===== src/rtl/grf_wb_sink.sv =====
// grf_wb_sink: 32x32 register file on the write-back path, with write-first read bypass and a committed-write trace FIFO
module grf_wb_sink #(
  parameter int TRACE_DEPTH = 4,
  parameter int DROP_W = 16
) (
  input  logic              clk,
  input  logic              reset,
  input  logic              RegWrite_W,
  input  logic [4:0]        addr_W,
  input  logic [31:0]       WD_W,
  input  logic [31:0]       pc_W,
  input  logic [4:0]        A1,
  input  logic [4:0]        A2,
  output logic [31:0]       RD1,
  output logic [31:0]       RD2,
  output logic              trace_valid,
  input  logic              trace_ready,
  output logic [31:0]       trace_pc,
  output logic [4:0]        trace_addr,
  output logic [31:0]       trace_data,
  output logic [DROP_W-1:0] trace_drop
);
  localparam int PW = $clog2(TRACE_DEPTH);
  localparam int CW = PW + 1;
  logic [31:0] regs [32];
  logic [31:0] f_pc [TRACE_DEPTH];
  logic [4:0] f_addr [TRACE_DEPTH];
  logic [31:0] f_data [TRACE_DEPTH];
  logic [PW-1:0] rd_ptr, wr_ptr;
  logic [CW-1:0] count;
  logic commit, pop, push, full;
  assign commit = RegWrite_W && addr_W != 5'd0;
  assign full = count == CW'(TRACE_DEPTH);
  assign trace_valid = count != '0;
  assign pop = trace_valid && trace_ready;
  // a pop frees the slot for a same-cycle push, so a full FIFO still accepts it
  assign push = commit && (!full || pop);
  assign RD1 = A1 == 5'd0 ? 32'd0 : (RegWrite_W && addr_W == A1) ? WD_W : regs[A1];
  assign RD2 = A2 == 5'd0 ? 32'd0 : (RegWrite_W && addr_W == A2) ? WD_W : regs[A2];
  assign trace_pc = trace_valid ? f_pc[rd_ptr] : 32'd0;
  assign trace_addr = trace_valid ? f_addr[rd_ptr] : 5'd0;
  assign trace_data = trace_valid ? f_data[rd_ptr] : 32'd0;
  always_ff @(posedge clk) begin
    if (!reset) begin
      for (int i = 0; i < 32; i++) regs[i] <= '0;
      rd_ptr <= '0;
      wr_ptr <= '0;
      count <= '0;
      trace_drop <= '0;
    end else begin
      if (commit) regs[addr_W] <= WD_W;
      if (pop) rd_ptr <= rd_ptr + 1'b1;
      if (push) wr_ptr <= wr_ptr + 1'b1;
      count <= count + CW'(push) - CW'(pop);
      if (commit && !push && trace_drop != '1) trace_drop <= trace_drop + 1'b1;
    end
  end
  always_ff @(posedge clk) begin
    if (reset && push) begin
      f_pc[wr_ptr] <= pc_W;
      f_addr[wr_ptr] <= addr_W;
      f_data[wr_ptr] <= WD_W;
    end
  end
endmodule


===== config.mk =====
export PLATFORM = sky130hd
export DESIGN_NAME = grf_wb_sink
export DESIGN_NICKNAME = d
export VERILOG_FILES = /design/src/rtl/grf_wb_sink.sv
export SDC_FILE = /design/constraint.sdc
export NUM_CORES = 2
export LEC_CHECK = 0
export BUFFER_PORTS_ARGS = -buffer_cell sky130_fd_sc_hd__buf_4
export CAP_MARGIN = 20
export CELL_PAD_IN_SITES_DETAIL_PLACEMENT = 0
export CELL_PAD_IN_SITES_GLOBAL_PLACEMENT = 1
export CORE_ASPECT_RATIO = 1.75
export CORE_UTILIZATION = 41
export DETAILED_ROUTE_END_ITERATION = 6
export PLACE_DENSITY = 0.72
export SETUP_SLACK_MARGIN = 0.3
export SYNTH_ARGS = -nofsm -noshare
export SYNTH_HDL_FRONTEND = slang
export SYNTH_SLANG_ARGS = --single-unit

===== constraint.sdc =====
create_clock -name clk -period 6.8 [get_ports clk]
set_clock_uncertainty 0.2 [all_clocks]
set_input_delay 0.34 -clock clk [delete_from_list [all_inputs] [get_ports clk]]
set_output_delay 0.34 -clock clk [all_outputs]
set_load 0.05 [all_outputs]

# Word-level counts from Yosys, hierarchy flattened
# Memory sizes are Yosys's and may differ from the RTL's. A register that Yosys moved wholly into a read port is not among the register bits.
# Cells that the tools add are included.
[totals]
register_bits = 23
latch_bits = 0
ramBits = 1300
romBits = 0
in_bits = 83
output_inout_bits = 150
elab_cells = 55
n_memories = 4
[classes]
addsub = 5
mul = 0
div = 0
n_lt_le_gt_ge = 0
eq_ne = 4
shift = 0
muxes = 22
bitwise_logic = 0
n_reduce_logical = 16
[memory_table]
columns = ["name", "words", "width", "read_ports", "rd_ports_with_merged_regs", "wr", "line_no", "source"]
rows = [
  ["regs", 32, 32, 2, 0, 32, "25", "logic [31:0] regs [32];"],
  ["f_data", 4, 32, 1, 1, 1, "28", "logic [31:0] f_data [TRACE_DEPTH];"],
  ["f_pc", 4, 32, 1, 1, 1, "26", "logic [31:0] f_pc [TRACE_DEPTH];"],
  ["f_addr", 4, 5, 1, 1, 1, "27", "logic [4:0] f_addr [TRACE_DEPTH];"],
]
[op_table]
columns = ["operator", "count"]
rows = [
  ["32-bit two-way mux", 7],
  ["32-bit OR reduction", 1],
  ["16-bit by 1-bit adder with 16-bit output, second input constant", 1],
  ["16-bit != test, second input constant", 1],
  ["2-bit two-way mux", 6],
  ["5-bit == test", 2],
  ["5-bit zero test", 2],
  ["5-bit two-way mux", 2],
  ["1-bit logical AND", 8],
  ["1-bit two-way mux", 7],
  ["5-bit nonzero test", 1],
  ["2-bit by 1-bit adder with 2-bit output, second input constant", 2],
  ["3-bit by 1-bit adder with 3-bit output", 1],
  ["3-bit == test, second input constant", 1],
  ["3-bit nonzero test", 1],
  ["3-bit by 1-bit subtractor with 3-bit output", 1],
  ["1-bit zero test", 2],
  ["1-bit logical OR", 1],
]

# Longest topological paths before layout
[depth]
ltp_word = 7
depth_mapped = 12
ltp_nobuf = 10

# Worst setup path before layout
# OpenSTA, ideal clock, no wires.
[synth_path]
kind = "input port to flip-flop"
start = "input addr_W[3]"
end = "memory f_addr[0][0], enable pin"
setup_ns = 0.497
arrival_time_ns = 3.991
required_time_ns = 6.103
slack_ns = 2.112
stages = 6
path_buffers = 2
cell_sequence = "buf_2 or3_1 buf_2 o21a_4 nand3_1 nor2_1"
[synth_between]
elab_chain_len = 6
[synth_lines]
columns = ["item", "line_no", "source"]
rows = [
  ["start, declared", "9", "input logic [4:0] addr_W,"],
  ["5-bit nonzero test", "32", "assign commit = RegWrite_W && addr_W != 5'd0;"],
  ["1-bit logical AND", "32", ""],
  ["1-bit logical AND", "37", "assign push = commit && (!full || pop);"],
  ["1-bit logical AND", "59", "if (reset && push) begin"],
  ["1-bit two-way mux", "59", ""],
  ["1-bit two-way mux (not written as such)", "61", "f_addr[wr_ptr] <= addr_W;"],
  ["end, declared", "27", ""],
]
# No other way between the ends.

# Final worst setup path
[layout_path]
start = "input A2[0]"
end = "output RD2[4]"
[layout_between]
elab_chain_len = 4
elab_cells_between_ends = 6
classes_between = "1 x eq/ne; 2 x mux; 2 x reduce/logical; 1 x memory"
[layout_lines]
columns = ["item", "line_no", "source"]
rows = [
  ["start, declared", "13", "input logic [4:0] A2,"],
  ["parallel branches: the longest is 3 deep, another holds memory 32 x 32 bit", "--", ""],
  ["32-bit two-way mux (*)", "39", "assign RD2 = A2 == 5'd0 ? 32'd0 : (RegWrite_W && addr_W == A2) ? WD_W : regs[A2];"],
  ["end, declared", "15", "output logic [31:0] RD2,"],
]
# Mark *: on every way between the ends.

==> results.json <==
{
  "finalSetupViolCount": 0,
  "pin_count": 233,
  "clock_transition_at_path_regs_ns": 0.07,
  "irDropWorstVdd_v": 0.000236,
  "place_congestion": 0.892,
  "critical_path.slowest_cell": "sky130_fd_sc_hd__mux2i_1",
  "place.port_buffers": 232,
  "global_route.usage.met2_pct": 47.9,
  "muxShareOfSynthArea_pct": 19.6,
  "post_synth.cell_area_avg_um2": 15.3,
  "layout-drive-gt1-share_pct": 26.3,
  "synth.top_cells.by_area": "sky130_fd_sc_hd__edfxtp_1 59%, sky130_fd_sc_hd__mux4_2 18%, sky130_fd_sc_hd__and2_1 10%",
  "fin_nets": 4576,
  "initial_core_util_pct": 41.3,
  "area_growth_syn_to_fin_pct": 13.4,
  "post-dp-hpwl_mm": 142,
  "synth_enable_flop_cells": 1300,
  "synth_adder_area_share_pct": 0.143,
  "synth.ff_latch_count": 1325,
  "layout_commonest_cell": "sky130_fd_sc_hd__edfxtp_1",
  "ctsRootBufferMaster": "sky130_fd_sc_hd__clkbuf_16",
  "final-hold-violation-count": 0,
  "die-area_um2": 164000,
  "worstMarginPinSlew_ns": 1.21,
  "dp_worst_setup_slack_ns": 2.46,
  "hp-class": "in2reg",
  "globalRoute.busiestLayer": "met2",
  "cts-htree-levels": 3,
  "detail_route.wl_per_cell_um": 33.4,
  "grt_pass1_vias": 42300,
  "synthDominantCellAreaShare_pct": 58.7,
  "ant_nets": 0,
  "postLayoutSetupSlackWorst_ns": 2.47,
  "timing.final.crit_share_pct": 63.6,
  "final_period_minus_worst_setup_slack_ns": 4.33,
  "timing.critical_path.fanout_max": 60,
  "status": "finished, final reports clean",
  "groute.usage.overall_pct": 26.9,
  "die_width_um": 306,
  "yosysTopAreaCell": "sky130_fd_sc_hd__edfxtp_1",
  "detailedRoute.firstPassIterationCount": 5,
  "synth.yosys.seq_area_share_pct": 59.5,
  "synth-simple-area-share_pct": 12.4,
  "power.density_cell_area_nw_per_um2": 278,
  "cell_rows": 195,
  "worst_ep_arrival_time_ns": 3.79,
  "postPlaceCellArea_um2": 70700,
  "cts_tree": "yes",
  "cp-start-kind": "input pin",
  "first_pass_grt_wire_length_mm": 312,
  "most_frequent_cells_in_the_layout": "1300 x sky130_fd_sc_hd__edfxtp_1, 1063 x sky130_fd_sc_hd__and2_1, 526 x sky130_fd_sc_hd__mux4_2, 359 x sky130_fd_sc_hd__buf_4, 129 x sky130_fd_sc_hd__a22oi_1",
  "floorplan.die.height_um": 535,
  "use_met1_pct": 30.5,
  "worst_setup_path_end_kind": "output port",
  "timing_worst_setup_path_type": "in2out",
  "yosys.area_share.xor_xnor_pct": 0.342,
  "design_area_um2": 75400,
  "yosys.cell_types.count": 69,
  "synthArstFlopShare_pct": 0,
  "fin_hold_ws_ns": 0.104,
  "critPathBufInv": 3,
  "via_per_inst": 6.17,
  "vias": 41100,
  "cts-root-to-sink-buffers": 3,
  "setup_total_negative_slack_ns": 0,
  "ys.flop_type": "sky130_fd_sc_hd__edfxtp_1",
  "cts.sinks": 1325,
  "maxCapViolCount": 0,
  "grt_max_degree": 77,
  "ys.warnings.count": 0,
  "gr-total-overflow": 0,
  "final-max-slew-violation-count": 0,
  "max_freq_mhz": 231,
  "post-cts-setup-buffer-count": 0,
  "syn-cell-area_um2": 66500,
  "crit_chain": "buf_8 -> buf_12 -> mux4_2 -> mux2i_1 -> o22ai_1 -> nor3_1 -> nor2_1 -> buf_4",
  "path_delay_family": "buffers and inverters",
  "dr.first_iter.drc_count": 4553,
  "maxSlewHeadroom_pct": 19.5,
  "rsz0062_at_grt": "false",
  "clk_latency_ns": 0.76,
  "cp_slowest_stage_delay_ns": 0.61,
  "met3_usage_pct": 4.90,
  "fin_total_pwr_mw": 21.0,
  "largest_family_of_logic_cells_by_synthesized_area": "multiplexers",
  "syn-instance-count": 4332,
  "grt_antenna_before_repair": 21,
  "critPathRequiredTime_ns": 6.26,
  "cts_inserted_buffers": 117,
  "total_leakage_power_nw": 25.4,
  "post-route-drc-count": 0,
  "synth_compound_area_share_pct": 4.96,
  "drt-total-wl_mm": 222,
  "core_region_area_um2": 161000
}
-- cells in the mapped netlist (all sizes together), types with 4 or more instances --
master,instances
nand2b,9
xor2,6
dfxtp,25
or2,8
o211ai,9
a21oi,53
a22o,9
o22a,12
nand4,7
and3b,5
nand2,96
nand3,10
mux2,37
nor4,22
nand3b,4
nor2,103
ha,6
nor3,19
clkbuf,310
edfxtp,1300
mux4,526
nor2b,18
xnor2,20
a31oi,4
a221oi,39
buf,128
o22ai,61
mux2i,80
a211oi,27
a22oi,129
inv,12
a2111oi,4
o21ai,120
and3,7
and2,1065
o211a,4
o21a,6
-- path summary, 6_finish.rpt --
| path | slack, ns | endpoint | cells past startpoint | from |
|---|---|---|---|---|
| max | 2.47 | RD2[4] | 8 | A2[0] |
| min | 0.10 | f_pc[2][13] | 2 | pc_W[13] |
| max reg2reg | 3.96 | f_data[2][28] | 4 | count[1] |
| min reg2reg | 0.31 | trace_drop[15] | 2 | trace_drop[15] |
-- logic make-up (layout without fill, tap and decap cells) --
family                   after synthesis  in the layout
adder cells (fa/ha/maj)                7              7
buffers and inverters                451            673
multiplexers                         643            643
XOR/XNOR                              26             26
flip-flops                          1325           1325
AND/OR/NAND/NOR                     1389           1389
other                                  1             39
AO/OA/AOI/OAI                        490            490
-- final cells by class --
type	count	area, um2
fill	13800	85600
sequential	1325	39500
multi-input combinational	2587	25600
timing repair buffer	442	3610
clock buffer	144	3140
tap	2068	2590
clock inverter	74	838
inverter	13	48.8
antenna	7	17.5
-- stage by stage --
| step | utilization (%) | cells |
|---|---|---|
| after floorplan | - | 4363 |
| after global placement | 43.9 | 6362 |
| after detailed placement | 43.9 | 6362 |
| after CTS | 46.8 | 6652 |
| after global routing | 46.8 | 6655 |
| final | 46.8 | 6660 |
-- where the power goes --
part	switching, mW	total [mW]	internal (mW)
clock network	3.13	7.08	3.95
logic	2.69	4.19	1.50
registers	0.273	9.68	9.40
total	6.09	21.0	14.9
-- layer usage --
metal	wire (um)	up-vias	part of all wire [%]
li1	-	17000	-
met1	76700	21300	34
met2	116000	2123	52
met5	172	-	0.077
met4	12800	26	5.8
met3	17200	578	7.7
-- what timing repair did --
item,4_1_cts,5_1_grt
gates resized for setup,0,0
hold buffers,72,0
hold endpoints to repair,1276,0
-- flip-flops by register name (all words and copies together) (netlist names), named ones only --
register,flops
count,3
f_addr,20
f_pc,128
rd_ptr,2
f_data,128
regs,1024
trace_drop,16
wr_ptr,2
(Power assumes the default switching activity.)
